### src/rtl/rgb_led_ctrl.sv
// Multi-channel LED controller: per-channel OFF / ON / BLINK / BLINK_DIM modes
// driven by a shared PWM counter and a millisecond tick.
module rgb_led_ctrl #(
  parameter int CLK_HZ   = 20000000,
  parameter int NUM_CH   = 3,
  parameter int PWM_BITS = 8,
  parameter int PER_BITS = 16,
  localparam int CH_W    = (NUM_CH > 1) ? $clog2(NUM_CH) : 1
) (
  input  logic                clk,
  input  logic                rst_n,
  input  logic                cfg_we,
  input  logic [CH_W-1:0]     cfg_ch,
  input  logic [1:0]          cfg_mode,
  input  logic [PWM_BITS-1:0] cfg_duty,
  input  logic [PER_BITS-1:0] cfg_period,
  output logic [NUM_CH-1:0]   led,
  output logic                tick_ms
);

  localparam int DIV   = (CLK_HZ / 1000 > 1) ? CLK_HZ / 1000 : 2;
  localparam int PRE_W = $clog2(DIV);
  localparam logic [PRE_W-1:0] PRE_MAX = PRE_W'(DIV - 1);

  localparam logic [1:0] MODE_OFF   = 2'd0;
  localparam logic [1:0] MODE_ON    = 2'd1;
  localparam logic [1:0] MODE_BLINK = 2'd2;

  logic [PRE_W-1:0]    r_pre;
  logic                r_tick;
  logic [PWM_BITS-1:0] r_pwm;
  logic [NUM_CH-1:0]   r_led;
  logic [NUM_CH-1:0]   w_led_nxt;

  always_ff @(posedge clk or negedge rst_n) begin
    if (!rst_n) begin
      r_pre  <= '0;
      r_tick <= 1'b0;
      r_pwm  <= '0;
    end else begin
      if (r_pre == PRE_MAX) r_pre <= '0;
      else                  r_pre <= r_pre + PRE_W'(1);
      r_tick <= (r_pre == PRE_MAX);
      r_pwm  <= r_pwm + PWM_BITS'(1);
    end
  end

  for (genvar c = 0; c < NUM_CH; c++) begin : g_ch
    logic [1:0]          r_mode;
    logic [PWM_BITS-1:0] r_duty;
    logic [PER_BITS-1:0] r_per;
    logic [PER_BITS-1:0] r_ms;
    logic                r_phase;
    logic                w_wr;
    logic [PER_BITS-1:0] w_lim;
    logic                w_pwm_on;

    // Out-of-range channel indices never match, so such writes are dropped.
    assign w_wr     = cfg_we && (cfg_ch == CH_W'(c));
    assign w_lim    = (r_per == '0) ? '0 : r_per - PER_BITS'(1);
    assign w_pwm_on = (r_duty == '1) || (r_pwm < r_duty);

    always_ff @(posedge clk or negedge rst_n) begin
      if (!rst_n) begin
        r_mode  <= MODE_OFF;
        r_duty  <= '0;
        r_per   <= '0;
        r_ms    <= '0;
        r_phase <= 1'b1;
      end else if (w_wr) begin
        r_mode  <= cfg_mode;
        r_duty  <= cfg_duty;
        r_per   <= cfg_period;
        r_ms    <= '0;
        r_phase <= 1'b1;
      end else if (r_mode[1]) begin
        if (r_tick) begin
          if (r_ms == w_lim) begin
            r_ms    <= '0;
            r_phase <= ~r_phase;
          end else begin
            r_ms <= r_ms + PER_BITS'(1);
          end
        end
      end else begin
        r_ms    <= '0;
        r_phase <= 1'b1;
      end
    end

    assign w_led_nxt[c] = (r_mode == MODE_OFF)   ? 1'b0 :
                          (r_mode == MODE_ON)    ? w_pwm_on :
                          (r_mode == MODE_BLINK) ? r_phase :
                                                   (r_phase & w_pwm_on);
  end

  always_ff @(posedge clk or negedge rst_n) begin
    if (!rst_n) r_led <= '0;
    else        r_led <= w_led_nxt;
  end

  assign led     = r_led;
  assign tick_ms = r_tick;

endmodule

### config.mk
export PLATFORM = sky130hd
export DESIGN_NAME = rgb_led_ctrl
export DESIGN_NICKNAME = d
export VERILOG_FILES = /design/src/rtl/rgb_led_ctrl.sv
export SDC_FILE = /design/constraint.sdc
export NUM_CORES = 1
export LEC_CHECK = 0
export ABC_AREA = 1
export BUFFER_PORTS_ARGS = -buffer_cell sky130_fd_sc_hd__buf_2
export CAP_MARGIN = 20
export CORE_AREA = 2 2 191 118
export DETAILED_ROUTE_END_ITERATION = 6
export DIE_AREA = 0 0 193 120
export PLACE_DENSITY = 0.6
export SLEW_MARGIN = 30
export SYNTH_ARGS = -nofsm -noshare
export SYNTH_HDL_FRONTEND = slang
export SYNTH_SLANG_ARGS = --single-unit
### constraint.sdc
create_clock -name clk -period 2.7 [get_ports clk]
set_input_delay 0.27 -clock clk [delete_from_list [all_inputs] [get_ports clk]]
set_output_delay 0.27 -clock clk [all_outputs]
set_load 0.1 [all_outputs]
### After elaboration in Yosys (flattened, before gate mapping)

Index checks and enable logic that the tools add are counted.

* add/sub/neg operators: 8
* order comparisons: 3
* equality and inequality tests: 21
* multiplexer cells: 37
* bitwise operators: 6
* reduce and logical (&&, ||, !) cells: 16

Operators with widths (count)
* $mux 16: 15
* $add 16x1->16 const B: 3
* $eq 16x16->1: 3
* $logic_not 16->1: 3
* $sub 16x1->16 const B: 3
* $eq 8x8->1 const B: 3
* $lt 8x8->1: 3
* $mux 1: 21
* $add 15x1->15 const B: 1
* $eq 15x15->1 const B: 1
* $mux 15: 1
* $ne 3x1->1 const B: 3
* $ne 3x2->1 const B: 3
* $add 8x1->8 const B: 1
* $eq 2x1->1 const B: 4
* $eq 2x2->1 const B: 4
* $logic_not 2->1: 4
* $reduce_and 2->1: 3
* $and 1x1->1: 3
* $logic_and 1x1->1: 3
* $logic_or 1x1->1: 3
* $not 1->1: 3

* flip-flop bits (word level): 156
* input bits: 31
* output and inout bits: 4
* logic and storage cells: 110

### Longest topological paths before layout

Gate-level depths: netlist of run 1.

* depth in word-level cells: 7
* gate-level depth with buffers: 19

### Worst setup path after synthesis of run 1

OpenSTA, ideal clock, no wires.

* kind: register to register
* start point: reg r_tick (netlist: tick_ms)
* end point: reg g_ch[0].r_ms[15]
* setup time: 0.120 ns
* arrival: 2.172 ns
* setup slack: 0.408 ns
* stages on the path, launching flop included: 10
* buffers on the path: 0
* cells stage by stage: dfrtp_1 > inv_1 > nand2_1 > inv_1 > nor2_1 > inv_1 > nor4_2 > nand3_1 > xor2_1 > nor2_1

* longest elaborated chain between the ends: 1

Ends and longest elaborated chain
* from (decl): RTL line 30 `logic r_tick;`
* from (signal assigned): RTL line 43 `r_tick <= (r_pre == PRE_MAX);`
* $ne 3x2->1 (no line)
* to (signal assigned): RTL line 82 `r_ms <= r_ms + PER_BITS'(1);`
* to (decl): RTL line 52 `logic [PER_BITS-1:0] r_ms;`

No other way between the ends.
A chain may end at the register's enable or synchronous reset.

### Worst setup path after layout of run 1

* start point: reg g_ch[2].r_per[0]
* end point: reg g_ch[2].r_ms[10]

* longest elaborated chain between the ends: 7
* elaborated cells on any way between the ends: 8
* those cells by class: add/sub: 1; eq/ne: 1; mux: 5; reduce/logical: 1

Ends and longest elaborated chain
* from (decl): RTL line 51 `logic [PER_BITS-1:0] r_per;`
* from (signal assigned): RTL line 73 `r_per <= cfg_period;`
* $sub 16x1->16 / $logic_not 16->1 (equally long branches): RTL line 60 `assign w_lim = (r_per == '0) ? '0 : r_per - PER_BITS'(1);`
* $mux 16 *: RTL line 60
* $eq 16x16->1 *: RTL line 78 `if (r_ms == w_lim) begin`
* $mux 16 *: RTL line 78
* $mux 16 *: RTL line 77 `if (r_tick) begin`
* $mux 16 *: RTL line 76 `end else if (r_mode[1]) begin`
* $mux 16 *: RTL line 70 `end else if (w_wr) begin`
* to (signal assigned): RTL line 82
* to (decl): RTL line 52

Mark *: on every way between the ends. The rest lies on a longest branch, timed or not. The select of a mux whose other input is x is not followed.

==> results of run 1 <==
-- final cells by class --
class                           count  share of cell area
Sequential cell                   156              0.3669
Clock inverter                     13             0.01328
Timing Repair Buffer               55             0.03278
Tap cell                          286             0.03360
Inverter                          193             0.06920
Clock buffer                       19             0.04159
Multi-Input combinational cell    935              0.4427
-- metrics by stage --
| step | power, uW | setup slack [ps] | TNS (ps) |
|---|---|---|---|
| 2_1_floorplan | 3896 | 408.3 | 0 |
| 3_3_place_gp | 4334 | 96.21 | 0 |
| 3_5_place_dp | 4358 | 70.07 | 0 |
| 4_1_cts | 6809 | 3.157 | 0 |
| 5_1_grt | 7211 | -18.41 | -77.14 |
| 6_report | 6780 | 183.9 | 0 |
-- Yosys cell counts (all sizes together) (6+ instances only) --
cell type / count / area share
a21oi: 18 / 0.0095
buf: 12 / 0.013
clkbuf: 15 / 0.0059
dfrtp: 153 / 0.40
ha: 29 / 0.038
inv: 192 / 0.076
nand2: 357 / 0.14
nand3: 113 / 0.060
nand4: 47 / 0.031
nor2: 166 / 0.072
nor3: 18 / 0.010
nor4: 9 / 0.0066
o211ai: 6 / 0.0048
o21ai: 92 / 0.049
o21bai: 7 / 0.0055
xor2: 51 / 0.047
-- kinds of logic after synthesis --
kind of cell | after synthesis | share of synthesized area
DFF | 156 | 0.4122
buffers and inverters | 220 | 0.09515
AOI/OAI and AO/OA | 133 | 0.07668
and+or+nand+nor | 718 | 0.3288
xor gates and xnor gates | 53 | 0.04896
adders and majority gates | 29 | 0.03827
-- per-layer routing --
metal,vias to the layer above,wire [um],track usage
met1,3940,13690,0.3740
met4,0,177,0.05208
li1,4291,-,-
met3,13,1350,0.04036
met2,196,9259,0.2959
met5,-,0,0
-- worst max-delay path: cells and delay by family, from the launching register on --
| kind | cells | cell delay, ps |
|---|---|---|
| buffers and inverters | 2 | 270 |
| XOR/XNOR | 1 | 160 |
| flip-flops | 1 | 370 |
| AND/OR/NAND/NOR | 10 | 1350 |
| adder cells (fa/ha/maj) | 1 | 220 |
-- placed cells by master, fill, tap and decap left out, types with 5 or more instances in the layout --
master     Yosys  routed
nor2_1       145     142
o21ai_0       92      92
xor2_1        51      51
a21oi_1       18      18
nand4_1       47      47
nand3_1      112     112
nand2_2        8       7
o21bai_1       7       7
nand2_1      349     349
inv_1        190     190
dfrtp_1      153     153
clkbuf_16      0      17
o211ai_1       6       6
buf_2          3      33
nor3_1        17      17
nor2_2        20      23
nor4_1         8       8
buf_4          0      19
clkinv_4       0       5
ha_1          29      28
-- flip-flops by register name (all words and copies together), names as in the netlist --
register,count
g_ch.r_duty,24
r_pwm,8
g_ch.r_per,48
g_ch.r_phase,3
led,3
tick_ms,1
r_pre,15
g_ch.r_ms,48
g_ch.r_mode,6
-- repair_timing --
action                                  4_1_cts  5_1_grt
hold endpoints to repair                     62        0
hold buffers                                  1        0
resized for setup                             0       12
buffers inserted                              0        0
endpoints found under the setup margin        0       43
-- power groups by stage --
stage / clock network [uW] / registers, uW / logic [uW]
after floorplan: 0 / 2860 / 1040
after global placement: 0 / 2810 / 1530
after detailed placement: 0 / 2810 / 1550
after CTS: 2480 / 2770 / 1570
after global routing: 2580 / 2800 / 1830
final: 2420 / 2770 / 1590
-- worst max path at each step --
| stage | from | endpoint | slack (ps) |
|---|---|---|---|
| 2_1_floorplan | tick_ms | g_ch[0].r_ms[15] | 410 |
| 3_5_place_dp | g_ch[1].r_per[0] | g_ch[1].r_ms[15] | 70 |
| 6_report | g_ch[2].r_per[0] | g_ch[2].r_ms[10] | 180 |
| 5_1_grt | g_ch[2].r_per[0] | g_ch[2].r_ms[10] | -20 |
| 4_1_cts | g_ch[1].r_per[0] | g_ch[1].r_ms[15] | 3 |
| 3_3_place_gp | g_ch[2].r_per[0] | g_ch[2].r_ms[8] | 100 |
==> qor.yml, run 1 <==
outcome:
  status: "finished clean"
detailed_routing:
  wl_per_cell_um: 14.77
  dr.first_iter.drc_count: 644
  dr.pass1.iters: 5
  routed-via-count: 8440
  final_antenna_net_count: 0
  vias_per_cell: 5.094
  wl_um: 24480
  drc: 0
setup_path:
  crit_fanout: 16
  worst_ep_arrival_time_ps: 2830
  cp-end-kind: "flop"
  start_kind: "flop"
  crit_slowest_cell: "dfrtp_1"
  path_class: "reg2reg"
  r2r-end: "g_ch[2].r_ms[10]"
  worstReg2RegStart: "g_ch[2].r_per[0]"
  rrSetupSlack_ps: 180
  cp_slowest_stage_delay_ps: 370
  path_cells: "inv_1 -> ha_1 -> nand2_1 -> nor2_2 -> nand2_4 -> nand3_1 -> xor2_1 -> nand2_1 -> nor2_1 -> nand3_1 -> nand2_1 -> nand2_1 -> clkinv_4 -> nor2_1"
  reg2regPathDepth: 14
  crit_top_cell: "nand2_1"
  worst_ep_required_time_ps: 3020
timing:
  timing.hold.ws_ps: 63.45
  tightest_slew_ps: 667.3
  final.setup_skew_ps: 7.951
  finalCriticalPeriod_ps: 2516
  setup_viol: 0
  period_share: 0.9319
  relSlewSlack: 0.5551
  slew_viol_final: 0
  final-hold-violation-count: 0
  timing.fmax_mhz: 397.4
placed_design:
  dp_hpwl_um: 18440
  place.port_buffers: 34
  dp_cells: 1622
  place_area_um2: 10010
  gp_congestion: 0.9086
finish:
  register_area_um2: 3908
  multiInputGateArea_um2: 4715
  utilization: 0.4943
  nNetsFinal: 1418
  drive_above_1_share: 0.09482
  final_area_um2: 10650
  fillCellCount: 2175
  antenna_cells: 0
  layoutNonFillerInstCount: 1657
  synthToLayoutAreaGrowth_pct: 12.34
clock_tree:
  cts.clk_slew.worst_paths_ps: 70
  clock_latency_ps: 440
  clock-sinks: 156
  root_buffer: "clkbuf_16"
  ctsLongestPathBuffers: 2
  cts_buffers: 17
  cts_tree: "built"
  htreeDepth: 4
yosys:
  ys_ff_latch: 156
  syn_nets: 1369
  avgSynthCellArea_um2: 7.242
  synth_cells: 1309
  synth-edff-count: 0
  synth_flop_cell: "dfrtp_1"
  synthesis.area_um2: 9480
  synth.distinct_cells: 37
  ys_seq_area_frac: 0.4122
  ys_warn_count: 0
  synthArstFlopShare: 1.000
floorplanning:
  start_util: 0.4400
  coreArea_um2: 21550
  die_x_um: 193
  num_rows: 42
  pin_count: 35
  die_y_um: 120
  die-area_um2: 23160
power_and_ir_drop:
  power.internal_uw: 4473
  p_leak_uw: 0.005220
  p_switching_uw: 2306
  combPwrFrac: 0.235
  vdd.ir_drop.worst_mv: 0.5380
  p_per_area_nw_per_um2: 636.6
  power.share.sequential: 0.409
  switching_share: 0.3402
  clock_power_share: 0.356
min_path:
  min_from: "cfg_duty[1]"
  min_to: "g_ch[0].r_duty[1]"
  min_path_type: "in2reg"
  whs_path_depth: 3
global_routing:
  grt_overflow: 0
  grt_pass1_wl_um: 40890
  antenna_found_initial: 0
  grt_use_total: 0.2261
  grt_max_degree: 68
  grt_pass1_vias: 7827
job:
  max_cap_viol_count: 0
No activity file was read; power rests on OpenSTA's default activity.
==> inputs of run 2 (changes only) <==
- CAP_MARGIN: 20 -> not set
- CORE_AREA: 2 2 191 118 -> 2 2 209 108
- DIE_AREA: 0 0 193 120 -> 0 0 211 110
==> qor.yml, run 2 (synthesis results as in run 1) <==
outcome:
  status: "finished clean"
timing:
  setup_viol: 0
  finalCriticalPeriod_ps: 2463
  final.setup_skew_ps: 9.020
  timing.hold.ws_ps: 48.14
  setup-tns-final_ps: 0
  final-hold-violation-count: 0
  relSlewSlack: 0.5059
  slew_viol_final: 0
  timing.fmax_mhz: 406.1
  period_share: 0.9121
  rsz0062_at_grt: "false"
  tightest_slew_ps: 741.2
floorplanning:
  num_rows: 38
  die-area_um2: 23210
  coreArea_um2: 21350
  die_y_um: 110
  pin_count: 35
  start_util: 0.4441
  die_x_um: 211
setup_path:
  path_cells: "inv_2 -> ha_1 -> nand2_1 -> nor2_1 -> nand2_2 -> buf_12 -> nand3_1 -> nand2_1 -> a21oi_1 -> nand2_1 -> nor2_1 -> nand3_1 -> nand2_1 -> nand2_1 -> clkinv_4 -> nor2_1"
  worst_ep_arrival_time_ps: 2790
  crit_buf_inv: 3
  start_kind: "flop"
  cp-end-kind: "flop"
  cp_slowest_stage_delay_ps: 370
  path_class: "reg2reg"
  crit_top_cell: "nand2_1"
  crit_slowest_cell: "dfrtp_1"
  crit_family: "simple AND/OR/NAND/NOR gates"
  worst_ep_required_time_ps: 3030
  crit_fanout: 22
global_routing:
  grt_max_degree: 77
  use_met3: 0.04759
  met1_usage: 0.3969
  met2_usage: 0.2944
  antenna_found_initial: 0
  grt_pass1_vias: 7831
  grt_use_total: 0.2381
  grt_pass1_wl_um: 42380
  grt_overflow: 0
  top_usage_layer: "met1"
placed_design:
  place.port_buffers: 34
  gp_congestion: 0.9281
  place_area_um2: 10020
  dp_hpwl_um: 19530
detailed_routing:
  routed-via-count: 8452
  vias_per_cell: 5.126
  wl_um: 25360
  final_antenna_net_count: 0
  dr.pass1.iters: 6
  wl_per_cell_um: 15.38
  drc: 0
  dr.first_iter.drc_count: 706
job:
  max_cap_viol_count: 0
clock_tree:
  root_buffer: "clkbuf_16"
  cts_buffers: 17
  cts.clk_slew.worst_paths_ps: 70
  cts_tree: "built"
  post_cts_buffers: 0
  clock_latency_ps: 450
  ctsLongestPathBuffers: 2
  clock-sinks: 156
  htreeDepth: 4
power_and_ir_drop:
  p_leak_uw: 0.005202
  p_per_area_nw_per_um2: 645.0
  total_power_uw: 6883
  vdd.ir_drop.worst_mv: 0.4070
finish:
  drive_above_1_share: 0.09496
  layout_commonest_cell: "nand2_1"
  fillCellCount: 2173
  final_area_um2: 10670
  nNetsFinal: 1416
  reg.largest.list: "g_ch.r_ms x48, g_ch.r_per x48, g_ch.r_duty x24"
  antenna_cells: 0
  synthToLayoutAreaGrowth_pct: 12.56
  multiInputGateArea_um2: 4706
  final_cell_mix: "349 x nand2_1, 189 x inv_1, 153 x dfrtp_1"
  register_area_um2: 3908
min_path:
  min_path_type: "in2reg"
==> run 2: changes by cell type in the layout (fill, tap and decap cells not counted), sizes merged <==
cell / delta
buf: -1
clkbuf: +2
clkinv: -5
clkinvlp: +1
inv: +2
nand2: -1
==> run 2: path summary, 6_finish.rpt <==
check	start	endpoint	slack [ps]	cells after the start
hold / removal	cfg_duty[5]	g_ch[0].r_duty[5]	50	3
min in group asynchronous	rst_n	g_ch[1].r_duty[5]	400	2
hold reg to reg	r_pre[0]	r_pre[0]	470	1
setup reg to reg	g_ch[0].r_per[0]	g_ch[0].r_ms[2]	240	16
max in group asynchronous	rst_n	g_ch[2].r_phase	1530	3
setup / recovery	g_ch[0].r_per[0]	g_ch[0].r_ms[2]	240	16
==> run 2: power by group <==
group	total, uW	leakage [uW]	internal, uW	switching [uW]
clock network	2490	0.000283	1450	1040
logic	1600	0.00290	509	1090
registers	2800	0.00202	2570	226
total	6880	0.00520	4530	2360
==> run 2: stage by stage <==
stage	setup slack [ps]	util	instances
after floorplan	408.3	-	1309
after global placement	144.4	0.4692	1615
after detailed placement	134.2	0.4692	1615
after CTS	100.0	0.4980	1648
after global routing	6.552	0.4999	1649
final	237.4	0.4999	1649
==> run 2: what timing repair did <==
action                     4_1_cts  5_1_grt
hold endpoints to repair        70        0
setup endpoints to repair        0       41
hold buffers                     1        0
gates resized for setup          0       13
==> run 2: metal layers <==
layer,part of all wire,vias to the layer above
met4,0.0085,0
met2,0.35,245
met3,0.069,21
met5,0,-
met1,0.57,3906
li1,-,4280
==> run 2: area by class of cell <==
type	instances	area share
well taps	280	0.03283
multi-input cells	934	0.4410
repair buffers	54	0.03435
inverters	193	0.06906
clock buffers	21	0.04408
clock inverters	11	0.01255
flip-flops and latches	156	0.3662
==> run 2: worst reg2reg max path: stages (launching register included) <==
cell,delay (ps)
dfrtp_1,370
inv_2,110
ha_1,210
nand2_1,140
nor2_1,160
nand2_2,170
buf_12,210
nand3_1,70
nand2_1,50
a21oi_1,110
nand2_1,70
nor2_1,150
nand3_1,140
nand2_1,100
nand2_1,100
clkinv_4,130
nor2_1,70
==> inputs of run 3 (changes only) <==
- CORE_AREA: 2 2 209 108 -> 2 2 133 168
- DIE_AREA: 0 0 211 110 -> 0 0 135 170
- PLACE_DENSITY: 0.6 -> 0.63
- clock period: 2.7 -> 2.07 ns (I/O delays scaled with it)
==> qor.yml, run 3 (synthesis results as in run 1) <==
power_and_ir_drop:
  p_per_area_nw_per_um2: 808.5
  vdd.ir_drop.worst_mv: 0.6398
  p_leak_uw: 0.005884
timing:
  slew_viol_final: 0
  finalCriticalPeriod_ps: 2207
  relSlewSlack: 0.6401
  period_share: 1.066
  final.setup_skew_ps: 10.19
  final-hold-violation-count: 0
  fin_ws_ps: -137.2
  timing.fmax_mhz: 453.1
  rsz0062_at_grt: "true"
  tightest_slew_ps: 539.9
  setup_viol: 46
floorplanning:
  pin_count: 35
  die-area_um2: 22950
  coreArea_um2: 21320
  die_y_um: 170
  start_util: 0.4447
  num_rows: 60
  die_x_um: 135
setup_path:
  start_kind: "flop"
  rrSetupSlack_ps: -140
  crit_end: "g_ch[2].r_ms[6]"
  worst_ep_arrival_time_ps: 2530
  worst_ep_required_time_ps: 2390
  crit_start: "g_ch[2].r_per[1]"
  cp-end-kind: "flop"
  reg2regPathDepth: 15
  crit_fanout: 7
  path_class: "reg2reg"
  worstReg2RegStart: "g_ch[2].r_per[1]"
  r2r-end: "g_ch[2].r_ms[6]"
clock_tree:
  htreeDepth: 4
  root_buffer: "clkbuf_16"
  clock_latency_ps: 430
  cts_buffers: 17
  clock-sinks: 156
  ctsLongestPathBuffers: 2
  cts_tree: "built"
  cts.clk_slew.worst_paths_ps: 70
detailed_routing:
  dr_wl_met3_um: 960
  wl_um: 25770
  wl_per_cell_um: 14.60
  vias_per_cell: 5.093
  wl_met2_um: 13370
  dr.pass1.iters: 5
  drt-met1-wl_um: 10830
  dr.first_iter.drc_count: 549
  top_layer_used: "met4"
  final_antenna_net_count: 0
  drc: 0
  routed-via-count: 8990
placed_design:
  place.port_buffers: 34
  dp_cells: 1711
  dp_hpwl_um: 18580
  gp_congestion: 0.8872
  place_area_um2: 10740
finish:
  final_cell_mix: "323 x nand2_1, 181 x inv_1, 147 x dfrtp_1"
  fillCellCount: 2009
  layoutNonFillerInstCount: 1765
  final_area_um2: 12190
  antenna_cells: 0
  reg.largest.list: "g_ch.r_ms x48, g_ch.r_per x48, g_ch.r_duty x24"
  drive_above_1_share: 0.2389
  layout_commonest_cell: "nand2_1"
  nNetsFinal: 1533
  synthToLayoutAreaGrowth_pct: 28.56
job:
  max_cap_viol_count: 0
global_routing:
  grt_max_degree: 54
  grt_overflow: 0
  antenna_found_initial: 0
  grt_pass1_wl_um: 42210
  grt_use_total: 0.2320
  grt_pass1_vias: 8753
outcome:
  status: "complete, but fails checks"
  failed_checks: "negative setup slack"
min_path:
  min_path_type: "in2reg"
## run 3: worst min path at each step
stage / start / to / cells past startpoint
4_1_cts: cfg_duty[1] / g_ch[0].r_duty[1] / 3
3_3_place_gp: rst_n / led[0] / 1
2_1_floorplan: rst_n / g_ch[0].r_duty[0] / 0
6_report: cfg_duty[1] / g_ch[0].r_duty[1] / 3
5_1_grt: cfg_period[6] / g_ch[0].r_per[6] / 3
3_5_place_dp: rst_n / led[0] / 1
## run 3: layout make-up
class,count,area (um^2),share of cell area
multi-input cells,933,5233,0.4293
flip-flops and latches,156,3915,0.3212
repair buffers,169,1306,0.1072
inverters,193,752.0,0.06170
clock buffers,21,440.4,0.03614
well taps,279,349.1,0.02864
clock inverters,11,168.9,0.01386
repair inverters,3,23.77,0.001951
## run 3: through the flow
| stage | setup TNS (ps) | hold WS, ps | total power, uW | utilization | worst slack (ps) |
|---|---|---|---|---|---|
| 2_1_floorplan | 0 | -88.59 | 5088 | - | 4.622 |
| 3_3_place_gp | -7729 | 208.9 | 6008 | 0.5038 | -284.7 |
| 3_5_place_dp | -9002 | 209.7 | 6045 | 0.5038 | -301.2 |
| 4_1_cts | -649.8 | 3.933 | 9624 | 0.5507 | -55.59 |
| 5_1_grt | -9902 | 4.444 | 10380 | 0.5717 | -272.9 |
| 6_report | -3200 | 12.19 | 9854 | 0.5717 | -137.2 |
## run 3: where the power goes
| group | total [uW] | internal (uW) | switching [uW] | leakage (uW) |
|---|---|---|---|---|
| logic | 2930 | 1170 | 1760 | 0.00358 |
| registers | 3590 | 3360 | 235 | 0.00201 |
| clock network | 3330 | 2020 | 1310 | 0.000295 |
| total | 9850 | 6550 | 3310 | 0.00588 |
## run 3: metal layers
layer / vias to the layer above / global-route usage
met5: - / 0
met4: 0 / 0.07246
met3: 48 / 0.03396
met2: 168 / 0.4092
met1: 4266 / 0.2929
li1: 4508 / -
## run 3: worst max-delay path, stage by stage, from the launching register on
cell        delay, ps
dfrtp_1           410
inv_1              70
ha_2              180
nand2_2            70
buf_6             140
buf_6             110
o21bai_1          170
nand3_2           110
xor2_1            160
nand2_1            80
nor2_2             90
nand3_2           120
nand2_2           110
nand2_4            80
clkinvlp_4        150
nor2_1             50
## run 3: timing repair
action / in CTS / in global routing
resized for setup: 77 / 113
cloned: 3 / 1
setup buffers: 9 / 7
setup endpoints to repair: 48 / 51
pin swaps: 28 / 46
hold buffers: 3 / 0
hold endpoints to repair: 48 / 0
